<file path="config.mk">
export PLATFORM = sky130hd
export DESIGN_NAME = button_pulse_gen
export DESIGN_NICKNAME = d
export VERILOG_FILES = /design/src/rtl/btn_pkg.sv /design/src/rtl/btn_sync.sv /design/src/rtl/button_pulse_gen.sv
export SDC_FILE = /design/constraint.sdc
export NUM_CORES = 1
export LEC_CHECK = 0
export CORE_MARGIN = 2
export CORE_UTILIZATION = 45
export CTS_CLUSTER_SIZE = 8
export DETAILED_ROUTE_END_ITERATION = 10
export GPL_ROUTABILITY_DRIVEN = 0
export GPL_TIMING_DRIVEN = 0
export PLACE_DENSITY_LB_ADDON = 0.2
export SETUP_SLACK_MARGIN = 0.15
export SLEW_MARGIN = 20
export SYNTH_ARGS = -nofsm -noshare
export SYNTH_HDL_FRONTEND = slang
export SYNTH_HIERARCHICAL = 1
export SYNTH_SLANG_ARGS = --single-unit
</file>
<file path="constraint.sdc">
create_clock -name clk -period 2.9 [get_ports clk]
set_clock_uncertainty 0.15 [all_clocks]
set_input_delay 0.435 -clock clk [delete_from_list [all_inputs] [get_ports clk]]
set_output_delay 0.435 -clock clk [all_outputs]
set_load 0.005 [all_outputs]
</file>
<file path="src/rtl/btn_pkg.sv">
// ============================================================================
// Module   : btn_pkg
// Brief    : Shared types and default constants for the button front end.
// Revision : 1.0 - initial release
// ============================================================================
`default_nettype none

package btn_pkg;

   // Debounce FSM states
   typedef enum logic [1:0] {
      IDLE      = 2'd0,
      PRESS_CHK = 2'd1,
      HELD      = 2'd2,
      REL_CHK   = 2'd3
   } btn_state_t;

   localparam int DEF_DEBOUNCE_CYCLES = 16;
   localparam int DEF_REPEAT_DELAY    = 1000;
   localparam int DEF_REPEAT_PERIOD   = 200;
   localparam int COUNT_W             = 8;

   // Largest of three values, used to size the shared timer width
   function automatic int max3(input int a, input int b, input int c);
      int m;
      m = a;
      if (b > m) m = b;
      if (c > m) m = c;
      return m;
   endfunction

endpackage

`default_nettype wire

</file>
<file path="src/rtl/btn_sync.sv">
// ============================================================================
// Module   : btn_sync
// Brief    : Two-flop synchronizer for an asynchronous pin. Both flops reset
//            to RESET_VAL so the pin reads as inactive straight after reset.
// Revision : 1.0 - initial release
// ============================================================================
`default_nettype none

module btn_sync #(
   parameter logic RESET_VAL = 1'b0
) (
   input  logic clk,
   input  logic rst,
   input  logic d,
   output logic q
);

   logic r_meta;
   logic r_sync;

   // Two-stage capture of the asynchronous input
   always_ff @(posedge clk) begin
      if (rst) begin
         r_meta <= RESET_VAL;
         r_sync <= RESET_VAL;
      end else begin
         r_meta <= d;
         r_sync <= r_meta;
      end
   end

   assign q = r_sync;

endmodule

`default_nettype wire

</file>
<file path="src/rtl/button_pulse_gen.sv">
// ============================================================================
// Module   : button_pulse_gen
// Brief    : Synchronises and debounces a raw button, emits one-cycle press and
//            release pulses and keeps a wrapping 8-bit press count.
//            Optional auto-repeat is built when BTN_PULSE_AUTOREPEAT_EN is
//            defined; otherwise no repeat logic exists.
// Revision : 1.0 - initial release
// ============================================================================
`default_nettype none

module button_pulse_gen
   import btn_pkg::*;
#(
   parameter int DEBOUNCE_CYCLES = DEF_DEBOUNCE_CYCLES,
   parameter int ACTIVE_LOW      = 0,
   parameter int REPEAT_DELAY    = DEF_REPEAT_DELAY,
   parameter int REPEAT_PERIOD   = DEF_REPEAT_PERIOD
) (
   input  logic               clk,
   input  logic               rst,
   input  logic               button_raw,
   output logic               button_level,
   output logic               press_pulse,
   output logic               release_pulse,
   output logic [COUNT_W-1:0] press_count
);

   localparam int c_TIMER_W = $clog2(max3(DEBOUNCE_CYCLES, REPEAT_DELAY, REPEAT_PERIOD)) + 1;
   localparam logic c_ACT_LOW = (ACTIVE_LOW != 0);
   localparam logic [c_TIMER_W-1:0] c_DEB = c_TIMER_W'(DEBOUNCE_CYCLES);
   localparam logic [c_TIMER_W-1:0] c_ONE = c_TIMER_W'(1);

   logic                 w_sync_q;
   logic                 w_s;
   btn_state_t           r_state;
   btn_state_t           w_state_nxt;
   logic [c_TIMER_W-1:0] r_timer;
   logic [c_TIMER_W-1:0] w_timer_nxt;
   logic                 w_press_acc;
   logic                 w_release_acc;
   logic                 w_level_nxt;
   logic                 w_press_nxt;
   logic                 w_rep_fire;
   logic                 r_level;
   logic                 r_press;
   logic                 r_release;
   logic [COUNT_W-1:0]   r_count;

   // Synchronizer idles at the pin's inactive level
   btn_sync #(
      .RESET_VAL (c_ACT_LOW)
   ) u_sync (
      .clk (clk),
      .rst (rst),
      .d   (button_raw),
      .q   (w_sync_q)
   );

   assign w_s = w_sync_q ^ c_ACT_LOW;

   // State and debounce timer registers
   always_ff @(posedge clk) begin
      if (rst) begin
         r_state <= IDLE;
         r_timer <= '0;
      end else begin
         r_state <= w_state_nxt;
         r_timer <= w_timer_nxt;
      end
   end

   // Next-state: a level change must be seen continuously until the timer
   // reaches DEBOUNCE_CYCLES; any bounce returns to the stable state
   always_comb begin
      w_state_nxt = r_state;
      w_timer_nxt = r_timer;
      case (r_state)
         IDLE: begin
            if (w_s) begin
               w_state_nxt = PRESS_CHK;
               w_timer_nxt = c_ONE;
            end else begin
               w_timer_nxt = '0;
            end
         end
         PRESS_CHK: begin
            if (!w_s) begin
               w_state_nxt = IDLE;
               w_timer_nxt = '0;
            end else if (r_timer == c_DEB) begin
               w_state_nxt = HELD;
               w_timer_nxt = '0;
            end else begin
               w_timer_nxt = r_timer + c_ONE;
            end
         end
         HELD: begin
            if (!w_s) begin
               w_state_nxt = REL_CHK;
               w_timer_nxt = c_ONE;
            end else begin
               w_timer_nxt = '0;
            end
         end
         REL_CHK: begin
            if (w_s) begin
               w_state_nxt = HELD;
               w_timer_nxt = '0;
            end else if (r_timer == c_DEB) begin
               w_state_nxt = IDLE;
               w_timer_nxt = '0;
            end else begin
               w_timer_nxt = r_timer + c_ONE;
            end
         end
         default: begin
            w_state_nxt = IDLE;
            w_timer_nxt = '0;
         end
      endcase
   end

   // Output decode from the transition about to be taken
   always_comb begin
      w_press_acc   = (r_state == PRESS_CHK) && (w_state_nxt == HELD);
      w_release_acc = (r_state == REL_CHK) && (w_state_nxt == IDLE);
      w_level_nxt   = (w_state_nxt == HELD) || (w_state_nxt == REL_CHK);
      w_press_nxt   = w_press_acc | w_rep_fire;
   end

`ifdef BTN_PULSE_AUTOREPEAT_EN
   localparam logic [c_TIMER_W-1:0] c_REP_DELAY  = c_TIMER_W'(REPEAT_DELAY);
   localparam logic [c_TIMER_W-1:0] c_REP_PERIOD = c_TIMER_W'(REPEAT_PERIOD);

   logic [c_TIMER_W-1:0] r_rep_cnt;
   logic                 r_rep_first;
   logic [c_TIMER_W-1:0] w_rep_inc;
   logic [c_TIMER_W-1:0] w_rep_target;
   logic                 w_rep_run;

   assign w_rep_inc    = r_rep_cnt + c_ONE;
   assign w_rep_target = r_rep_first ? c_REP_DELAY : c_REP_PERIOD;
   assign w_rep_run    = (r_state == HELD) && w_s;
   assign w_rep_fire   = w_rep_run && (w_rep_inc == w_rep_target);

   // Repeat timer: counts only while staying HELD, holds in REL_CHK,
   // cleared whenever the button is not (about to be) held
   always_ff @(posedge clk) begin
      if (rst) begin
         r_rep_cnt   <= '0;
         r_rep_first <= 1'b1;
      end else if (!w_level_nxt) begin
         r_rep_cnt   <= '0;
         r_rep_first <= 1'b1;
      end else if (w_rep_run) begin
         if (w_rep_fire) begin
            r_rep_cnt   <= '0;
            r_rep_first <= 1'b0;
         end else begin
            r_rep_cnt   <= w_rep_inc;
         end
      end
   end
`else
   assign w_rep_fire = 1'b0;
`endif

   // Registered outputs and wrapping press counter
   always_ff @(posedge clk) begin
      if (rst) begin
         r_level   <= 1'b0;
         r_press   <= 1'b0;
         r_release <= 1'b0;
         r_count   <= '0;
      end else begin
         r_level   <= w_level_nxt;
         r_press   <= w_press_nxt;
         r_release <= w_release_acc;
         r_count   <= r_count + {{(COUNT_W-1){1'b0}}, w_press_nxt};
      end
   end

   assign button_level  = r_level;
   assign press_pulse   = r_press;
   assign release_pulse = r_release;
   assign press_count   = r_count;

endmodule

`default_nettype wire

</file>
### Word level (Yosys, flattened, before mapping)

Index checks and enable logic that the tools add are counted.

| operators by class | value |
|---|---|
| add/sub/neg operators | 2 |
| eq/ne operators | 6 |
| multiplexer cells | 13 |
| reduce and logical (&&, ||, !) cells | 5 |

Operator list:

| operator | count |
|---|---|
| $pmux W11 S4 | 1 |
| $mux W11 | 3 |
| $mux W2 | 6 |
| $add A11 B1 Y11 const B | 1 |
| $eq A11 B5 Y1 const B | 1 |
| $add A8 B1 Y8 | 1 |
| $eq A2 B2 Y1 const B | 4 |
| $pmux W2 S4 | 1 |
| $logic_not A2 Y1 | 2 |
| $eq A2 B1 Y1 const B | 1 |
| $logic_and A1 B1 Y1 | 2 |
| $mux W1 | 2 |
| $logic_or A1 B1 Y1 | 1 |

| storage, ports and cells | value |
|---|---|
| flip-flop bits (word level) | 26 |
| output and inout port bits | 11 |
| logic and storage cells | 34 |

### Longest topological paths before layout

Gate-level depths: netlist of run 1.

| logic depth | value |
|---|---|
| word-level depth | 7 |
| depth in mapped cells | 9 |
| depth with buffers taken out | 9 |

### By module

Netlist of run 1, hierarchy kept.

Modules (own cells, without submodules):

| module | instances | cells an instance | area an instance (µm²) | sequential area each (µm²) |
|---|---|---|---|---|
| button_pulse_gen | 1 | 112 | 1,044.8 | 480.5 |
| btn_sync | 1 | 4 | 52.6 | 40.0 |

### Worst setup path after synthesis of run 1

No wires, ideal clock.

| path | value |
|---|---|
| path kind | flip-flop to flip-flop |
| start | register r_timer[0] |
| end | register r_count[7], in the netlist press_count[7] |
| library setup time | 0.071 ns |
| data arrival time | 2.171 ns |
| data required time | 2.679 ns |
| setup slack | 0.509 ns |
| stages on the path, launching flop included | 10 |
| path buffers | 0 |
| period minus slack after synthesis | 2.391 ns |
| cells stage by stage | dfxtp_1 -> inv_1 -> ha_1 -> nor4b_1 -> nand4_1 -> nor2_1 -> ha_1 -> nand4_1 -> or4_1 -> a21oi_1 |

| between the ends | value |
|---|---|
| longest elaborated chain between the ends | 7 |
| elaborated cells on any way between the ends | 9 |

RTL lines:

| what | line | RTL |
|---|---|---|
| start, declared | button_pulse_gen.sv:37 | `logic [c_TIMER_W-1:0] r_timer;` |
| start signal, assigned | button_pulse_gen.sv:68 | `r_timer <= w_timer_nxt;` |
| $eq A11 B5 Y1 * | button_pulse_gen.sv:90, button_pulse_gen.sv:109 |  |
| $mux W2, on equally long branches | button_pulse_gen.sv:109, button_pulse_gen.sv:90 |  |
| $mux W2, on equally long branches | button_pulse_gen.sv:106, button_pulse_gen.sv:87 |  |
| $pmux W2 S4 * | button_pulse_gen.sv:77 | `case (r_state)` |
| $eq A2 B2 Y1 * | button_pulse_gen.sv:125 | `w_press_acc = (r_state == PRESS_CHK) && (w_state_nxt == HELD);` |
| $logic_and A1 B1 Y1 * | button_pulse_gen.sv:125 |  |
| net w_press_acc | button_pulse_gen.sv:39 | `logic w_press_acc;` |
| $add A8 B1 Y8 * | button_pulse_gen.sv:179 | `r_count <= r_count + {{(COUNT_W-1){1'b0}}, w_press_nxt};` |
| end signal, assigned | button_pulse_gen.sv:179 |  |
| end, declared | button_pulse_gen.sv:47 | `logic [COUNT_W-1:0] r_count;` |

Mark *: on every way through the listed nets, which the timed path passes. The rest lies on a longest branch.
A chain may end at the register's enable or synchronous reset.

### Worst setup path after layout of run 1

Same ends and word-level chain as after synthesis.

==> results of run 1 <==
[worst max-delay path, stage by stage, from the launching register on]
cell and delay (ns):
dfxtp_1 0.37, inv_1 0.09, ha_1 0.14, nor4b_2 0.23, nand4_1 0.16, nor2_1 0.18
ha_1 0.22, nand4_1 0.22, or4_1 0.54, a21oi_1 0.15
[where the power goes]
part	internal, mW	leakage [nW]	switching, mW
registers	0.360	0.210	0.00194
logic	0.00561	0.225	0.00610
clock network	0.0768	0.0210	0.108
[flip-flops by register name (all words and copies together) (netlist names)]
register,flops
release_pulse,1
press_pulse,1
u_sync/r_meta,1
r_state,2
button_level,1
u_sync/q,1
press_count,8
r_timer,11
[per-stage QoR]
stage	area (µm²)	std cells	hold WS [ns]	power, mW
finish	1310	162	0.306	0.558
global route	1310	162	0.326	0.579
CTS	1310	162	0.309	0.563
detailed placement	1260	157	0.279	0.381
global placement	1260	157	0.279	0.381
floorplan	1100	116	0.264	0.376
[layout by cell type, fill, tap and decap left out, types with 2 or more instances in the layout]
cell / netlist / final
xnor2_1: 2 / 2
a21oi_1: 4 / 4
nor2b_1: 4 / 4
or3_2: 3 / 3
inv_1: 5 / 5
or3_1: 3 / 3
a211oi_1: 6 / 6
xor2_1: 6 / 6
or4_1: 3 / 3
nand3_1: 10 / 10
clkbuf_4: 0 / 3
dfxtp_1: 26 / 26
mux2i_1: 2 / 2
nand4_1: 2 / 2
o21ai_0: 6 / 6
nor2_1: 5 / 5
nor3_1: 4 / 4
ha_1: 4 / 4
nand2_1: 8 / 8
o31ai_1: 3 / 3
clkdlybuf4s50_1: 0 / 13
[layer usage]
| metal | share of wire | wire length, µm | GRT usage |
|---|---|---|---|
| met5 | 0 | 0 | 0 |
| met4 | 0.020 | 41 | 0.107 |
| met3 | 0.023 | 46 | 0.0254 |
| met2 | 0.47 | 946 | 0.243 |
| met1 | 0.49 | 976 | 0.216 |
[worst paths after layout]
kind | startpoint | endpoint | slack (ns) | depth (start not counted)
max | r_timer[0] | press_count[7] | 0.40 | 9
min | u_sync/r_meta | u_sync/q | 0.31 | 1
max reg2reg | r_timer[0] | press_count[7] | 0.40 | 9
min reg2reg | u_sync/r_meta | u_sync/q | 0.31 | 1
[layout make-up]
type                    instances  area [µm²]
repair buffers                 14         138
multi-input cells              83         556
inverters                       5        18.8
well taps                      28        35.0
fillers                       208         942
clock buffers                   4        36.3
plain buffers                   2        8.76
flip-flops and latches         26         520
[logic make-up (layout without fill, tap and decap cells)]
logic type | after synthesis | after routing | share of synthesized area
AO/OA/AOI/OAI | 20 | 20 | 0.113
multiplexers | 2 | 2 | 0.0182
AND/OR/NAND/NOR | 49 | 49 | 0.260
XOR/XNOR | 8 | 8 | 0.0639
buffers and inverters | 7 | 25 | 0.0251
flip-flops | 26 | 26 | 0.474
adder cells (fa/ha/maj) | 4 | 4 | 0.0456
[timing repair]
item | CTS | global route
gates resized for setup | 0 | 1
cloned | 0 | 0
hold buffers | 0 | 0
pin swaps | 1 | 0
setup endpoints to repair | 1 | 1
buffers inserted | 1 | 0
==> metrics.cfg, run 1 <==
[clock_tree]
clk_latency_ns=0.32
cts-buffers-inserted=3
cts.path.max_buffers=2
h-tree-depth=1
tritoncts=built
clkTransAtPathRegs_ns=0.14
cts.sinks=26
clock-root-buffer=clkbuf_4

[detailed_routing]
vias=897
first_iter_violations=18
viasPerCell=5.54
firstDrtPassIters=4
drc_errors=0
wl_mm=2.01
post_drt_wl_per_cell_um=12.4
antenna_left=0

[sta]
fmax_ghz=0.399
rsz0062_at_grt=false
relSlewSlack=0.731
hold_violations=0
setup_viol=0
post-route-period-util=0.863
fin_crit_ns=2.50
tns_ns=0
setup_ws_ns=0.397
drv_slew=0
tightest_slew_ns=0.403

[final_layout]
diodes=0
layout.nets=142
post-route-util=0.582
syn2layout_area_growth_pct=19.6
drive_above_1_share=0.0821

[yosys]
async_flop_share=0
synth_edf_count=0
synthCells=116
synth_top_area_cell=dfxtp_1
synthTopCellsByArea=dfxtp_1 (47%), xor2_1 (4.8%), ha_1 (4.6%), nand3_1 (4.6%), a211oi_1 (4.1%)
synth_fp_nets=123
synth_cell_types=28
synth_seq_cells=26
yosysWarnings=6
netlist_area_um2=1100
yosys-top-cells-count=dfxtp_1 (26), nand3_1 (10), nand2_1 (8)
yosysSeqAreaShare=0.474
yosys.cell_count.top_type=dfxtp_1
synth-main-ff-cell=dfxtp_1
synth_top_area_frac=0.474
avgSynthCellArea_um2=9.46

[grt]
grt_start_max_net_pins=15
antenna_found_initial=0
grt_util_all_layers=0.163
grt_pass1_vias=803
grt_first_pass_wirelength_mm=3.34
grt-ovfl-total=0

[floorplanning]
die_h_um=53.4
chipWidth_um=53.4
ioPinCount=14
num_rows=17
core_um2=2250
die_area_um2=2850
floorplan.initialDensity=0.487

[power]
power_leakage_nw=0.456
peakVddDrop_mv=0.275
power_density_nw_per_um2=425

[placed_design]
numPortBuffers=13
dp_hpwl_mm=1.49
post-place-ws_ns=0.147

[critical_path]
crit_arrival_ns=2.61
critPathLaunchType=flip-flop
cp-end-kind=flip-flop
crit_required_ns=3.01
critPathKind=reg2reg
cp_max_fo=5

[hold_path]
hold_class=reg2reg

[run_status]
outcome=finished, final reports clean

[run]
maxCapViolations=0

Note: power is estimated with default switching activity, not from simulation.
==> inputs of run 2 (changes only) <==
--- a/config.mk
+++ b/config.mk
@@ -5,6 +5,7 @@
 export SDC_FILE = /design/constraint.sdc
 export NUM_CORES = 1
 export LEC_CHECK = 0
+export CORE_ASPECT_RATIO = 0.8
 export CORE_MARGIN = 2
 export CORE_UTILIZATION = 45
 export CTS_CLUSTER_SIZE = 8
==> metrics.cfg, run 2 (same netlist as run 1, synthesis figures left out) <==
[run_status]
outcome=finished, final reports clean

[critical_path]
critPathKind=reg2reg
critPathLaunchType=flip-flop
r2r-start=r_timer[0]
cp_max_fo=5
rrSetupSlack_ns=0.34
slowest_delay_ns=0.52
crit_arrival_ns=2.67
timing.rr.end=press_count[7]
crit_family=simple AND/OR/NAND/NOR gates
ff2ff_path_depth=10
cp-end-kind=flip-flop
critical_path.startpoint=r_timer[0]
cp_slowest_cell=or4_1
path_buf_inv=2
worstSetupPathDepth=10
crit_required_ns=3.01
cp_cell_sequence=inv_1, ha_1, nor4b_2, nand4_1, buf_4, nor2_1, ha_1, nand4_1, or4_1, a21oi_1
crit_path_end=press_count[7]

[final_layout]
largest_reg_flops=11
most-common-layout-cells=dfxtp_1 (26), clkdlybuf4s50_1 (13), nand3_1 (10)
final_common_cell=dfxtp_1
nFillCells=203
syn2layout_area_growth_pct=19.3
drive_above_1_share=0.0821
seqCellArea_um2=520
multi_input_area_um2=556
diodes=0
stdcell_area_um2=1310
regMostFlops=r_timer
layout.nets=142

[placed_design]
dp_hpwl_mm=1.45
numPortBuffers=13
place_area_um2=1260

[run]
maxCapViolations=0

[detailed_routing]
wl_mm=1.96
vias=870
drc_errors=0
viasPerCell=5.47
firstDrtPassIters=3
post_drt_wl_per_cell_um=12.3
first_iter_violations=16
antenna_left=0

[power]
power_frac_clock=0.324
p_comb_frac=0.022
power.total_mw=0.553
peakVddDrop_mv=0.334
power_switching_mw=0.111
switching_share=0.200
power_leakage_nw=0.456
internal_power_mw=0.442
power_density_nw_per_um2=422
p_seq_frac=0.654

[floorplanning]
core_um2=2230
num_rows=15
floorplan.initialDensity=0.491
die_area_um2=2850
chipWidth_um=59.2
ioPinCount=14
die_h_um=48.2

[grt]
grt_pass1_vias=757
grt_first_pass_wirelength_mm=3.22
antenna_found_initial=0
grt-ovfl-total=0
grt_util_all_layers=0.153
grt_start_max_net_pins=15

[clock_tree]
cts.path.max_buffers=2
clk_latency_ns=0.32
tritoncts=built
clock-root-buffer=clkbuf_4
cts.sinks=26
h-tree-depth=1
clkTransAtPathRegs_ns=0.14
cts-buffers-inserted=3

[sta]
drv_slew=0
relSlewSlack=0.714
hold_violations=0
post-route-period-util=0.883
tns_ns=0
hold_slack_ns=0.312
rsz0062_at_grt=false
fmax_ghz=0.391
setup_viol=0
fin_crit_ns=2.56
tightest_slew_ns=0.428

[hold_path]
hold_class=reg2reg

[run 2: cell counts in the layout (fill, tap and decap cells not counted)]
No cell type changed its count.
[run 2: metrics by stage]
stage               std cells   util  worst slack, ns
floorplan                 116      -            0.509
global placement          154  0.564            0.254
detailed placement        154  0.564            0.223
CTS                       158  0.580            0.177
global route              159  0.586            0.115
finish                    159  0.586            0.340
[run 2: per-layer routing]
metal / up-vias / global-route usage / wire length [µm]
met3: 2 / 0.0557 / 64
met5: - / 0 / 0
met4: 0 / 0.0273 / 14
met1: 403 / 0.189 / 929
met2: 11 / 0.266 / 950
li1: 454 / - / -
[run 2: final cells by class]
| type | instances | share of cell area |
|---|---|---|
| Buffer | 2 | 0.00669 |
| Timing Repair Buffer | 14 | 0.105 |
| Inverter | 5 | 0.0143 |
| Sequential cell | 26 | 0.398 |
| Tap cell | 25 | 0.0239 |
| Multi-Input combinational cell | 83 | 0.424 |
| Clock buffer | 4 | 0.0277 |
[run 2: power by group through the flow]
stage,Combinational (mW),Clock (mW),Sequential (mW)
finish,0.0120,0.179,0.362
global placement,0.0114,0,0.369
floorplan,0.00702,0,0.369
CTS,0.0117,0.188,0.362
global route,0.0138,0.197,0.362
detailed placement,0.0116,0,0.370
[run 2: timing repair]
item,4_1_cts,5_1_grt
setup buffers,0,1
endpoints found under the setup margin,0,2
gates resized for setup,0,1
hold buffers,0,0
[run 2: worst min path at each step]
| stage | from | endpoint | slack, ns | depth (start not counted) |
|---|---|---|---|---|
| finish | u_sync/r_meta | u_sync/q | 0.31 | 1 |
| global route | u_sync/r_meta | u_sync/q | 0.33 | 1 |
| floorplan | u_sync/r_meta | u_sync/q | 0.26 | 1 |
| detailed placement | u_sync/r_meta | u_sync/q | 0.29 | 1 |
| CTS | u_sync/r_meta | u_sync/q | 0.32 | 1 |
| global placement | u_sync/r_meta | u_sync/q | 0.27 | 1 |
[run 2: worst register-to-register path: stages, from the launching register on]
cell	delay, ns
dfxtp_1	0.37
inv_1	0.09
ha_1	0.16
nor4b_2	0.24
nand4_1	0.12
buf_4	0.18
nor2_1	0.14
ha_1	0.21
nand4_1	0.20
or4_1	0.52
a21oi_1	0.14
==> inputs of run 3 (changes only) <==
--- a/config.mk
+++ b/config.mk
@@ -12,7 +12,8 @@
 export DETAILED_ROUTE_END_ITERATION = 10
 export GPL_ROUTABILITY_DRIVEN = 0
 export GPL_TIMING_DRIVEN = 0
-export PLACE_DENSITY_LB_ADDON = 0.2
+export PLACE_DENSITY = 0.66
+export REMOVE_ABC_BUFFERS = 1
 export SETUP_SLACK_MARGIN = 0.15
 export SLEW_MARGIN = 20
 export SYNTH_ARGS = -nofsm -noshare
==> metrics.cfg, run 3 (same netlist as run 1, synthesis figures left out) <==
[grt]
grt_use_met3=0.0557
grt_start_max_net_pins=16
grt-ovfl-total=0
grt_util_all_layers=0.161
grt_busiest_layer=met2
use_met2=0.240
grt_pass1_vias=724
grt_first_pass_wirelength_mm=3.33
antenna_found_initial=0
grt_use_met1=0.221

[floorplanning]
core_um2=2230
floorplan.initialDensity=0.491
ioPinCount=14
die_area_um2=2850
chipWidth_um=59.2
num_rows=15
die_h_um=48.2

[sta]
fin_crit_ns=2.50
setup_viol=0
fmax_ghz=0.400
tightest_slew_ns=0.451
setup_ws_ns=0.399
post-route-period-util=0.862
hold_violations=0
relSlewSlack=0.698
rsz0062_at_grt=false
tns_ns=0
drv_slew=0

[final_layout]
diodes=0
nFillCells=215
most-common-layout-cells=dfxtp_1 (26), clkdlybuf4s50_1 (13), nand3_1 (10)
largest_reg_flops=11
layout.nets=140
drive_above_1_share=0.0758
stdcell_count=157
final_common_cell=dfxtp_1
syn2layout_area_growth_pct=20.0
regMostFlops=r_timer

[detailed_routing]
wl_mm=1.98
antenna_left=0
post_drt_wl_per_cell_um=12.6
viasPerCell=5.51
firstDrtPassIters=4
vias=865
first_iter_violations=27
drc_errors=0

[critical_path]
critPathKind=reg2reg
cp_max_fo=5
ff2ff_path_depth=9
crit_arrival_ns=2.60
crit_required_ns=3.00
critPathLaunchType=flip-flop
cp-end-kind=flip-flop

[power]
peakVddDrop_mv=0.324
power.total_mw=0.619
power_leakage_nw=0.456
power_density_nw_per_um2=470

[placed_design]
numPortBuffers=13
placed_cells=152
dp_hpwl_mm=1.46
post-place-ws_ns=0.145

[clock_tree]
h-tree-depth=1
cts.sinks=26
clk_latency_ns=0.32
cts-buffers-inserted=3
clkTransAtPathRegs_ns=0.14
hold_buffers=0
tritoncts=built
clock-root-buffer=clkbuf_4
cts.path.max_buffers=2

[hold_path]
holdPathStages=1
hold_class=reg2reg

[run_status]
outcome=finished, final reports clean

[run]
maxCapViolations=0

[run 3: per-stage QoR]
step	utilization	hold slack, ns	instance area (µm²)
after floorplan	-	0.264	1090
after global placement	0.560	0.275	1250
after detailed placement	0.560	0.285	1250
after CTS	0.587	0.316	1310
after global routing	0.589	0.324	1320
final	0.589	0.315	1320
[run 3: power breakdown]
group	switching, mW	internal, mW
logic	0.00637	0.00543
clock network	0.106	0.140
registers	0.00198	0.360
total	0.114	0.505
[run 3: final cells by class]
class                      instances  area [µm²]  area share
clock buffer                       3        22.5      0.0171
clock inverter                     1        30.0      0.0228
inverter                           5        18.8      0.0143
multi-input combinational         83         556       0.422
sequential                        26         520       0.395
tap                               25        31.3      0.0238
timing repair buffer              14         138       0.105
[run 3: final timing paths]
check / startpoint / endpoint / slack (ns)
min reg2reg: u_sync/r_meta / u_sync/q / 0.32
min: u_sync/r_meta / u_sync/q / 0.32
max reg2reg: r_timer[0] / press_count[7] / 0.40
max: r_timer[0] / press_count[7] / 0.40
[run 3: critical path: stages, from the launching register on]
cell and delay, ns:
dfxtp_1 0.38, inv_1 0.09, ha_1 0.15, nor4b_2 0.24, nand4_1 0.16, nor2_1 0.18
ha_1 0.22, nand4_1 0.20, or4_1 0.53, a21oi_1 0.14
[run 3: routing by layer]
layer / part of all wire / wire length [µm]
met3: 0.026 / 51
met4: 0.0096 / 19
met5: 0 / 0
met1: 0.52 / 1020
met2: 0.45 / 883
[run 3: what timing repair did]
item	CTS	global route
pin swaps	1	0
setup buffers	1	0
resized for setup	0	1
endpoints found under the setup margin	1	1
gates cloned	0	0
